### config.mk
export PLATFORM = sky130hd
export DESIGN_NAME = id_ex_stage
export DESIGN_NICKNAME = d
export VERILOG_FILES = /design/src/rtl/id_ex_stage.sv
export SDC_FILE = /design/constraint.sdc
export NUM_CORES = 1
export LEC_CHECK = 0
export ABC_CLOCK_PERIOD_IN_PS = 5000
export CORE_MARGIN = 5
export CORE_UTILIZATION = 30
export CTS_CLUSTER_DIAMETER = 150
export DETAILED_ROUTE_END_ITERATION = 8
export PLACE_DENSITY_LB_ADDON = 0.08
export SLEW_MARGIN = 10
export SYNTH_ARGS = -nofsm -noshare
export SYNTH_HDL_FRONTEND = slang
export SYNTH_SLANG_ARGS = --single-unit
### constraint.sdc
create_clock -name clk -period 5 [get_ports clk]
set_input_delay 1 -clock clk [delete_from_list [all_inputs] [get_ports clk]]
set_output_delay 1 -clock clk [all_outputs]
set_load 0.05 [all_outputs]
### src/rtl/id_ex_stage.sv
// ID/EX pipeline register for the five-stage MIPS core: load-use bubble insertion,
// flush squash, and saturating bubble/flush event counters.
module id_ex_stage #(
  parameter int CNT_W = 16
) (
  input  logic             clk,
  input  logic             reset_n,
  input  logic             id_Jump,
  input  logic             id_JumpSrc,
  input  logic             id_isBranch,
  input  logic             id_RegWrite,
  input  logic             id_MemRead,
  input  logic             id_MemWrite,
  input  logic             id_ALUSrc_A,
  input  logic             id_ALUSrc_B,
  input  logic             id_Sign,
  input  logic [1:0]       id_RegDst,
  input  logic [1:0]       id_MemtoReg,
  input  logic [3:0]       id_ALUOp,
  input  logic             id_use_rs,
  input  logic             id_use_rt,
  input  logic [31:0]      id_pc4,
  input  logic [31:0]      id_rs_data,
  input  logic [31:0]      id_rt_data,
  input  logic [31:0]      id_imm,
  input  logic [4:0]       id_rs,
  input  logic [4:0]       id_rt,
  input  logic [4:0]       id_rd,
  input  logic [4:0]       id_shamt,
  input  logic             flush,
  input  logic             stall_in,
  output logic             ex_Jump,
  output logic             ex_JumpSrc,
  output logic             ex_isBranch,
  output logic             ex_RegWrite,
  output logic             ex_MemRead,
  output logic             ex_MemWrite,
  output logic             ex_ALUSrc_A,
  output logic             ex_ALUSrc_B,
  output logic             ex_Sign,
  output logic [1:0]       ex_RegDst,
  output logic [1:0]       ex_MemtoReg,
  output logic [3:0]       ex_ALUOp,
  output logic [31:0]      ex_pc4,
  output logic [31:0]      ex_rs_data,
  output logic [31:0]      ex_rt_data,
  output logic [31:0]      ex_imm,
  output logic [4:0]       ex_rs,
  output logic [4:0]       ex_rt,
  output logic [4:0]       ex_rd,
  output logic [4:0]       ex_shamt,
  output logic             ex_valid,
  output logic             stall_out,
  output logic [CNT_W-1:0] bubble_cnt,
  output logic [CNT_W-1:0] flush_cnt
);

  typedef struct packed {
    logic       Jump;
    logic       JumpSrc;
    logic       isBranch;
    logic       RegWrite;
    logic       MemRead;
    logic       MemWrite;
    logic       ALUSrc_A;
    logic       ALUSrc_B;
    logic       Sign;
    logic [1:0] RegDst;
    logic [1:0] MemtoReg;
    logic [3:0] ALUOp;
  } ctrl_t;

  typedef struct packed {
    logic [31:0] pc4;
    logic [31:0] rsData;
    logic [31:0] rtData;
    logic [31:0] imm;
    logic [4:0]  rs;
    logic [4:0]  rt;
    logic [4:0]  rd;
    logic [4:0]  shamt;
  } data_t;

  // All control bits low, ALUOp = none (ALUOp occupies the low nibble).
  localparam ctrl_t BUBBLE = ctrl_t'({13'b0, 4'hF});

  ctrl_t ctrlD, ctrlQ;
  data_t dataD, dataQ;
  logic  validQ;
  logic  loadUse;

  assign ctrlD = '{Jump: id_Jump, JumpSrc: id_JumpSrc, isBranch: id_isBranch,
                   RegWrite: id_RegWrite, MemRead: id_MemRead, MemWrite: id_MemWrite,
                   ALUSrc_A: id_ALUSrc_A, ALUSrc_B: id_ALUSrc_B, Sign: id_Sign,
                   RegDst: id_RegDst, MemtoReg: id_MemtoReg, ALUOp: id_ALUOp};
  assign dataD = '{pc4: id_pc4, rsData: id_rs_data, rtData: id_rt_data, imm: id_imm,
                   rs: id_rs, rt: id_rt, rd: id_rd, shamt: id_shamt};

  // $0 is hardwired, so a load targeting it can never feed a consumer.
  assign loadUse = validQ & ctrlQ.MemRead & (dataQ.rt != 5'd0) &
                   ((id_use_rs & (dataQ.rt == id_rs)) | (id_use_rt & (dataQ.rt == id_rt)));
  assign stall_out = (stall_in | loadUse) & ~flush;

  always_ff @(posedge clk or negedge reset_n) begin
    if (!reset_n) begin
      ctrlQ      <= BUBBLE;
      dataQ      <= '0;
      validQ     <= 1'b0;
      bubble_cnt <= '0;
      flush_cnt  <= '0;
    end else if (flush) begin
      ctrlQ  <= BUBBLE;
      dataQ  <= dataD;
      validQ <= 1'b0;
      if (flush_cnt != '1) flush_cnt <= flush_cnt + CNT_W'(1);
    end else if (stall_in) begin
      ctrlQ  <= ctrlQ;
      dataQ  <= dataQ;
      validQ <= validQ;
    end else if (loadUse) begin
      ctrlQ  <= BUBBLE;
      dataQ  <= dataD;
      validQ <= 1'b0;
      if (bubble_cnt != '1) bubble_cnt <= bubble_cnt + CNT_W'(1);
    end else begin
      ctrlQ  <= ctrlD;
      dataQ  <= dataD;
      validQ <= 1'b1;
    end
  end

  assign ex_Jump     = ctrlQ.Jump;
  assign ex_JumpSrc  = ctrlQ.JumpSrc;
  assign ex_isBranch = ctrlQ.isBranch;
  assign ex_RegWrite = ctrlQ.RegWrite;
  assign ex_MemRead  = ctrlQ.MemRead;
  assign ex_MemWrite = ctrlQ.MemWrite;
  assign ex_ALUSrc_A = ctrlQ.ALUSrc_A;
  assign ex_ALUSrc_B = ctrlQ.ALUSrc_B;
  assign ex_Sign     = ctrlQ.Sign;
  assign ex_RegDst   = ctrlQ.RegDst;
  assign ex_MemtoReg = ctrlQ.MemtoReg;
  assign ex_ALUOp    = ctrlQ.ALUOp;
  assign ex_pc4      = dataQ.pc4;
  assign ex_rs_data  = dataQ.rsData;
  assign ex_rt_data  = dataQ.rtData;
  assign ex_imm      = dataQ.imm;
  assign ex_rs       = dataQ.rs;
  assign ex_rt       = dataQ.rt;
  assign ex_rd       = dataQ.rd;
  assign ex_shamt    = dataQ.shamt;
  assign ex_valid    = validQ;

endmodule

==> results of run 1 <==
[worst reg2reg max path: cells and delay by family, from the launching register on]
| kind | cells | cell delay (ps) |
|---|---|---|
| AND/OR/NAND/NOR | 3 | 1360 |
| XOR/XNOR | 2 | 380 |
| AO/OA/AOI/OAI | 1 | 170 |
| flip-flops | 1 | 450 |
[registers in the layout (all words and copies together) (netlist names), 2 cells and up]
| register | cells |
|---|---|
| ex_rd | 5 |
| ex_pc4 | 32 |
| ex_rt_data | 32 |
| ex_RegDst | 2 |
| ex_shamt | 5 |
| ex_rt | 5 |
| ex_imm | 32 |
| bubble_cnt | 16 |
| ex_rs | 5 |
| flush_cnt | 16 |
| ex_ALUOp | 4 |
| ex_MemtoReg | 2 |
| ex_rs_data | 32 |
[synth_stat cells]
master / count
and3_1: 4
inv_1: 6
or4_1: 1
xnor2_1: 17
nor4_4: 1
a32oi_1: 1
ha_1: 2
buf_6: 1
o21ai_0: 2
and2_1: 2
nor2_1: 8
o22a_1: 4
o211ai_1: 1
a22o_1: 13
nand2b_1: 3
nor4_2: 1
or3_1: 1
dfstp_2: 4
nand3_1: 11
a22oi_1: 1
o21a_1: 2
buf_2: 1
xor2_1: 17
mux2_2: 3
clkbuf_1: 36
dfrtp_1: 194
o311a_1: 1
nor4_1: 2
a21oi_1: 5
nor3_1: 7
nand4_1: 8
nand2_1: 461
and4_1: 3
and2_0: 1
[per-stage QoR]
stage	setup slack, ps	area (um^2)	util	power [mW]
after detailed placement	759	11900	0.460	3.08
after global routing	689	12500	0.484	4.70
after CTS	753	12500	0.484	4.57
after floorplan	1480	7770	-	2.53
final	770	12500	0.484	4.49
after global placement	759	11900	0.460	3.08
[worst max path at each step]
stage / slack, ps / depth (start not counted) / to
2_1_floorplan: 1480 / 5 / stall_out
3_3_place_gp: 760 / 7 / stall_out
3_5_place_dp: 760 / 7 / stall_out
4_1_cts: 750 / 7 / stall_out
5_1_grt: 690 / 7 / stall_out
6_report: 770 / 7 / stall_out
[logic make-up (layout without fill, tap and decap cells)]
group | Yosys count | in the layout | share of synthesized area
buf+inv | 44 | 416 | 0.0224
mux | 3 | 3 | 0.00435
simple gates | 514 | 514 | 0.264
flops | 198 | 198 | 0.638
other cells | 0 | 1 | 0
xor+xnor | 34 | 34 | 0.0383
fa+ha+maj | 2 | 2 | 0.00322
compound gates | 30 | 30 | 0.0299
[power groups by stage]
| stage | sequential (mW) | clock [mW] | combinational [mW] |
|---|---|---|---|
| 2_1_floorplan | 2.35 | 0 | 0.186 |
| 3_3_place_gp | 1.87 | 0 | 1.21 |
| 3_5_place_dp | 1.87 | 0 | 1.21 |
| 4_1_cts | 1.84 | 1.51 | 1.21 |
| 5_1_grt | 1.86 | 1.57 | 1.27 |
| 6_report | 1.84 | 1.45 | 1.20 |
[final cells by class]
| class | instances | area (um^2) | share of cell area |
|---|---|---|---|
| Tap cell | 335 | 419 | 0.0336 |
| Multi-Input combinational cell | 583 | 2650 | 0.213 |
| Inverter | 6 | 22.5 | 0.00181 |
| Clock buffer | 18 | 429 | 0.0344 |
| Timing Repair Buffer | 378 | 3800 | 0.305 |
| Clock inverter | 14 | 186 | 0.0149 |
| Sequential cell | 198 | 4960 | 0.398 |
| Antenna cell | 1 | 2.50 | 0.000201 |
[routing by layer]
| layer | routed length, um | global-route usage | vias up |
|---|---|---|---|
| met5 | 0 | 0 | - |
| met1 | 10300 | 0.206 | 3075 |
| met2 | 12400 | 0.272 | 221 |
| met3 | 2460 | 0.0695 | 32 |
| met4 | 519 | 0.0596 | 0 |
| li1 | - | - | 3306 |
==> results.tsv, run 1 <==
stage	metric	value	unit
outcome	status	complete, no violations	
logic_synthesis	synthesized instance count	825	
finish	Final Instance Count excl. Fillers	1533	
finish	Area Overhead vs Synth	60.5	%
detailed_routing	Iteration-0 DRC Markers	428	
setup_path	reg-to-reg critical path startpoint	ex_rt[3]$_DFFE_PN0P_	
timing	final critical delay including setup and external delays	4230	ps
job	Max-cap violations	0	
grt	overall track demand over capacity in global routing	0.169	
hold_path	Hold Crit Class	reg -> reg	
grt	antenna violations before repair	1	
clock_network	CTS Root Cell	clkbuf_16	
timing	Pins Over Slew Limit	0	
clock_network	Clk Latency, worst-skew pair	430	ps
setup_path	required arrival time at the worst endpoint	4000	ps
pwr	clock power share	0.323	
detailed_routing	total routed wirelength	25700	um
grt	largest net degree at the start of global routing	80	
finish	number of nets in the finished design	1357	
logic_synthesis	warnings from Yosys	0	
timing	final setup skew	8.84	ps
hold_path	startpoint of the lowest-slack hold path	ex_rs[4]$_DFFE_PN0P_	
detailed_routing	wire length per cell	16.8	um
logic_synthesis	Avg Inst Size Synth	9.42	um^2
setup_path	start-to-end type of the worst setup path	in -> out	
setup_path	slowest CP cell	clkdlybuf4s50_1	
setup_path	type of destination of the critical path	primary output	
finish	fraction of final layout cells with drive strength greater than 1	0.0434	
clock_network	hold_buf cts	0	
die	placeable core region	0.0258	mm^2
detailed_routing	per-cell via count in the routed design	4.33	
logic_synthesis	post-synthesis cell area	0.00777	mm^2
placement	number of I/O port buffers	369	
pwr	Int Power	2.94	mW
clock_network	Sink Count	198	
logic_synthesis	number of register bits inferred by synthesis	198	
clock_network	deepest clock path buffer count	2	
clock_network	TritonCTS clock tree	built	
die	Die X-Extent	171	um
grt	overflow left after global routing	0	
pwr	Gate power share	0.267	
setup_path	crit path launch type	input pin	
clock_network	TritonCTS Buffers	17	
logic_synthesis	proportion of netlist area held by the largest area contributor	0.625	
detailed_routing	first-pass iteration count of the detailed router	6	
placement	final RePlAce weighted congestion	0.769	
grt	wire length of the first global-routing pass	38500	um
grt	number of global-route vias before repair	6509	
die	I/O pin cnt	370	
pwr	sequential share of power	0.410	
hold_path	Hold Path End	ex_rs[4]$_DFFE_PN0P_	
pwr	switching power summed over all nets	1.55	mW
pwr	net switching share of the total power	0.345	
timing	Max Freq	0.236	GHz
die	die area	0.0292	mm^2
pwr	Peak supply drop	0.215	mV
setup_path	Critical Path Source	id_rs[3]	
timing	RSZ-0062 raised after global routing	no	
placement	number of instances in the placed design	1500	
clock_network	Resized Gates After CTS	0	
timing	transition time at the pin with the least slew margin	981	ps
timing	Post-Route Setup TNS	0	ps
finish	highest-count cells in the layout ignoring fill and taps	461 x nand2_1, 368 x clkdlybuf4s50_1, 194 x dfrtp_1	
die	initial core utilization	0.302	
logic_synthesis	post-synthesis cell type with the largest combined area	dfrtp_1	
timing	final worst path period share	0.846	
pwr	leakage dissipation	5.88	nW
placement	Detail Placement HPWL	18600	um
setup_path	peak fanout along the critical path	3	
timing	tightest slew margin relative to the limit	0.344	
pwr	power density of the placed cells	360	mW/mm^2
finish	most frequent standard cell in the layout excluding fill and tap cells	nand2_1	
timing	number of setup violations in the final report	0	
die	die extent in y	171	um
setup_path	Critical Path Max Stage Delay	820	ps
setup_path	buffers plus inverters on the worst setup path	2	
clock_network	Post-CTS Setup Inserts	0	
logic_synthesis	unique cell type count in the Yosys netlist	34	
setup_path	Crit Reg-Reg Endpoint	bubble_cnt[9]$_DFFE_PN0P_	
logic_synthesis	sequential cell area fraction in the yosys report	0.638	
detailed_routing	final antenna-violating net count	0	
clock_network	H-tree levels	4	
logic_synthesis	Post-Syn Nets	998	
clock_network	Reg clk slew, reported paths	70	ps
setup_path	sequence of cells on the critical path	clkdlybuf4s50_1, xor2_1, nor4_2, a32oi_1, nand2b_1, a21oi_1, clkdlybuf4s50_1	
detailed_routing	detailed-route via count	6634	
setup_path	number of cell instances on the worst register-to-register path	6	
timing	final number of hold-violating endpoints	0	
hold_path	worst hold path cell count	2	
setup_path	Most Frequent Cell on Critical Path	clkdlybuf4s50_1	
setup_path	kind of cell adding the most delay to the critical path	buffers and inverters	
detailed_routing	DRC viols	0	
setup_path	worst-case register-to-register setup slack	2570	ps
setup_path	arrival time reported for the critical path endpoint	3230	ps
finish	final-layout fill cell count	2475	
die	number of standard-cell rows in the floorplan	59	
timing	worst hold slack across all endpoints	465	ps
logic_synthesis	cells taking the most area after synthesis	dfrtp_1 62%, nand2_1 22%, xnor2_1 1.9%	
(Power assumes the default switching activity.)
==> run 2, diff against run 1 <==
Settings changed: ABC_CLOCK_PERIOD_IN_PS 5000 to 3400.
Clock period 5 ns to 3.4 ns, I/O delays scaled along.
==> run 2 against run 1 <==
Sequential power rose by 47%. Die area did not move. Clock power rose by 47%. Combinational power rose by 48%.
==> results.tsv, run 2 (synthesis results as in run 1) <==
stage	metric	value	unit
outcome	status	complete, no violations	
setup_path	sequence of cells on the critical path	clkdlybuf4s50_1, xor2_1, nor4_1, a32oi_1, nand2b_1, a21oi_1, buf_12	
clock_network	hold_buf cts	0	
detailed_routing	total routed wirelength	25500	um
detailed_routing	wire length per cell	16.6	um
timing	final setup skew	14.0	ps
setup_path	number of cell instances on the worst register-to-register path	6	
timing	tightest slew margin relative to the limit	0.485	
finish	Area Overhead vs Synth	61.6	%
setup_path	Critical Path Max Stage Delay	440	ps
timing	number of setup violations in the final report	0	
timing	transition time at the pin with the least slew margin	772	ps
detailed_routing	Iteration-0 DRC Markers	411	
setup_path	slowest CP cell	clkdlybuf4s50_1	
detailed_routing	final antenna-violating net count	0	
timing	final worst path period share	0.909	
detailed_routing	per-cell via count in the routed design	4.35	
detailed_routing	detailed-route via count	6684	
timing	final critical delay including setup and external delays	3090	ps
pwr	leakage dissipation	5.92	nW
die	initial core utilization	0.302	
placement	Detail Placement HPWL	18800	um
clock_network	CTS Root Cell	clkbuf_16	
setup_path	arrival time reported for the critical path endpoint	2410	ps
die	die area	0.0292	mm^2
timing	RSZ-0062 raised after global routing	no	
setup_path	reg-to-reg critical path startpoint	ex_rt[0]$_DFFE_PN0P_	
timing	Pins Over Slew Limit	0	
clock_network	TritonCTS clock tree	built	
die	I/O pin cnt	370	
setup_path	crit path launch type	input pin	
die	number of standard-cell rows in the floorplan	59	
finish	highest-count cells in the layout ignoring fill and taps	461 x nand2_1, 367 x clkdlybuf4s50_1, 194 x dfrtp_1	
setup_path	worst-case register-to-register setup slack	1010	ps
grt	wire length of the first global-routing pass	38800	um
detailed_routing	first-pass iteration count of the detailed router	7	
clock_network	Sink Count	198	
grt	overflow left after global routing	0	
detailed_routing	DRC viols	0	
grt	antenna violations before repair	2	
finish	number of nets in the finished design	1360	
clock_network	deepest clock path buffer count	2	
timing	Post-Route Setup TNS	0	ps
die	die extent in y	171	um
hold_path	Hold Crit Class	in -> async	
setup_path	peak fanout along the critical path	3	
clock_network	Clk Latency, worst-skew pair	430	ps
die	placeable core region	0.0258	mm^2
timing	worst hold slack across all endpoints	307	ps
clock_network	TritonCTS Buffers	17	
pwr	Peak supply drop	0.338	mV
clock_network	Reg clk slew, reported paths	80	ps
timing	final number of hold-violating endpoints	0	
setup_path	start-to-end type of the worst setup path	in -> out	
setup_path	required arrival time at the worst endpoint	2720	ps
clock_network	Post-CTS Setup Inserts	0	
timing	Max Freq	0.324	GHz
finish	fraction of final layout cells with drive strength greater than 1	0.0467	
grt	largest net degree at the start of global routing	90	
setup_path	type of destination of the critical path	primary output	
grt	overall track demand over capacity in global routing	0.170	
clock_network	Resized Gates After CTS	0	
finish	most frequent standard cell in the layout excluding fill and tap cells	nand2_1	
grt	number of global-route vias before repair	6829	
setup_path	Crit Reg-Reg Endpoint	bubble_cnt[7]$_DFFE_PN0P_	
job	Max-cap violations	0	
clock_network	H-tree levels	4	
pwr	Tot Pwr	6.61	mW
pwr	power density of the placed cells	526	mW/mm^2
placement	number of I/O port buffers	369	
finish	final cell utilization of the core	0.487	
placement	final RePlAce weighted congestion	0.746	
finish	final-layout fill cell count	2440	
die	Die X-Extent	171	um
==> run 2: worst max-delay path, delay by kind of cell <==
kind / cells / cell delay (ps)
xor gates and xnor gates: 1 / 150
buffers and inverters: 2 / 620
AOI/OAI and AO/OA: 2 / 410
and+or+nand+nor: 2 / 540
==> run 2: worst max path at each step <==
| stage | endpoint | cells past startpoint | start | slack (ps) |
|---|---|---|---|---|
| 6_report | stall_out | 7 | id_rt[4] | 310 |
| 5_1_grt | stall_out | 7 | id_rs[3] | 170 |
| 4_1_cts | stall_out | 7 | id_rt[4] | 300 |
| 3_5_place_dp | stall_out | 7 | id_rt[4] | 290 |
| 3_3_place_gp | stall_out | 7 | id_rs[3] | 320 |
| 2_1_floorplan | stall_out | 5 | ex_rt[3]$_DFFE_PN0P_ | 500 |
==> run 2: report_power, final <==
group	leakage [nW]	total [mW]	internal, mW	switching (mW)
combinational	3.21	1.77	0.649	1.12
sequential	2.42	2.71	2.56	0.151
clock	0.301	2.13	1.13	1.00
total	5.92	6.61	4.33	2.27
==> run 2: cell type report <==
cell class | instances | area (um^2) | share of cell area
Clock inverter | 14 | 183 | 0.0145
Multi-Input combinational cell | 583 | 2650 | 0.211
Timing Repair Buffer | 381 | 3880 | 0.309
Clock buffer | 18 | 429 | 0.0342
Inverter | 6 | 22.5 | 0.00179
Tap cell | 335 | 419 | 0.0334
Antenna cell | 2 | 5.00 | 0.000399
Sequential cell | 198 | 4960 | 0.395
==> run 2: stage by stage <==
step,worst slack [ps],std cells,instance area (um^2)
final,309,1537,12600
after global routing,171,1537,12600
after CTS,298,1535,12600
after detailed placement,294,1503,11900
after global placement,324,1503,11900
after floorplan,502,825,7770
==> run 2: metal layers <==
metal	GRT usage	up-vias	share of wire
met4	0.0462	0	0.018
li1	-	3308	-
met3	0.0716	23	0.098
met5	0	-	0
met1	0.198	3133	0.39
met2	0.291	220	0.50
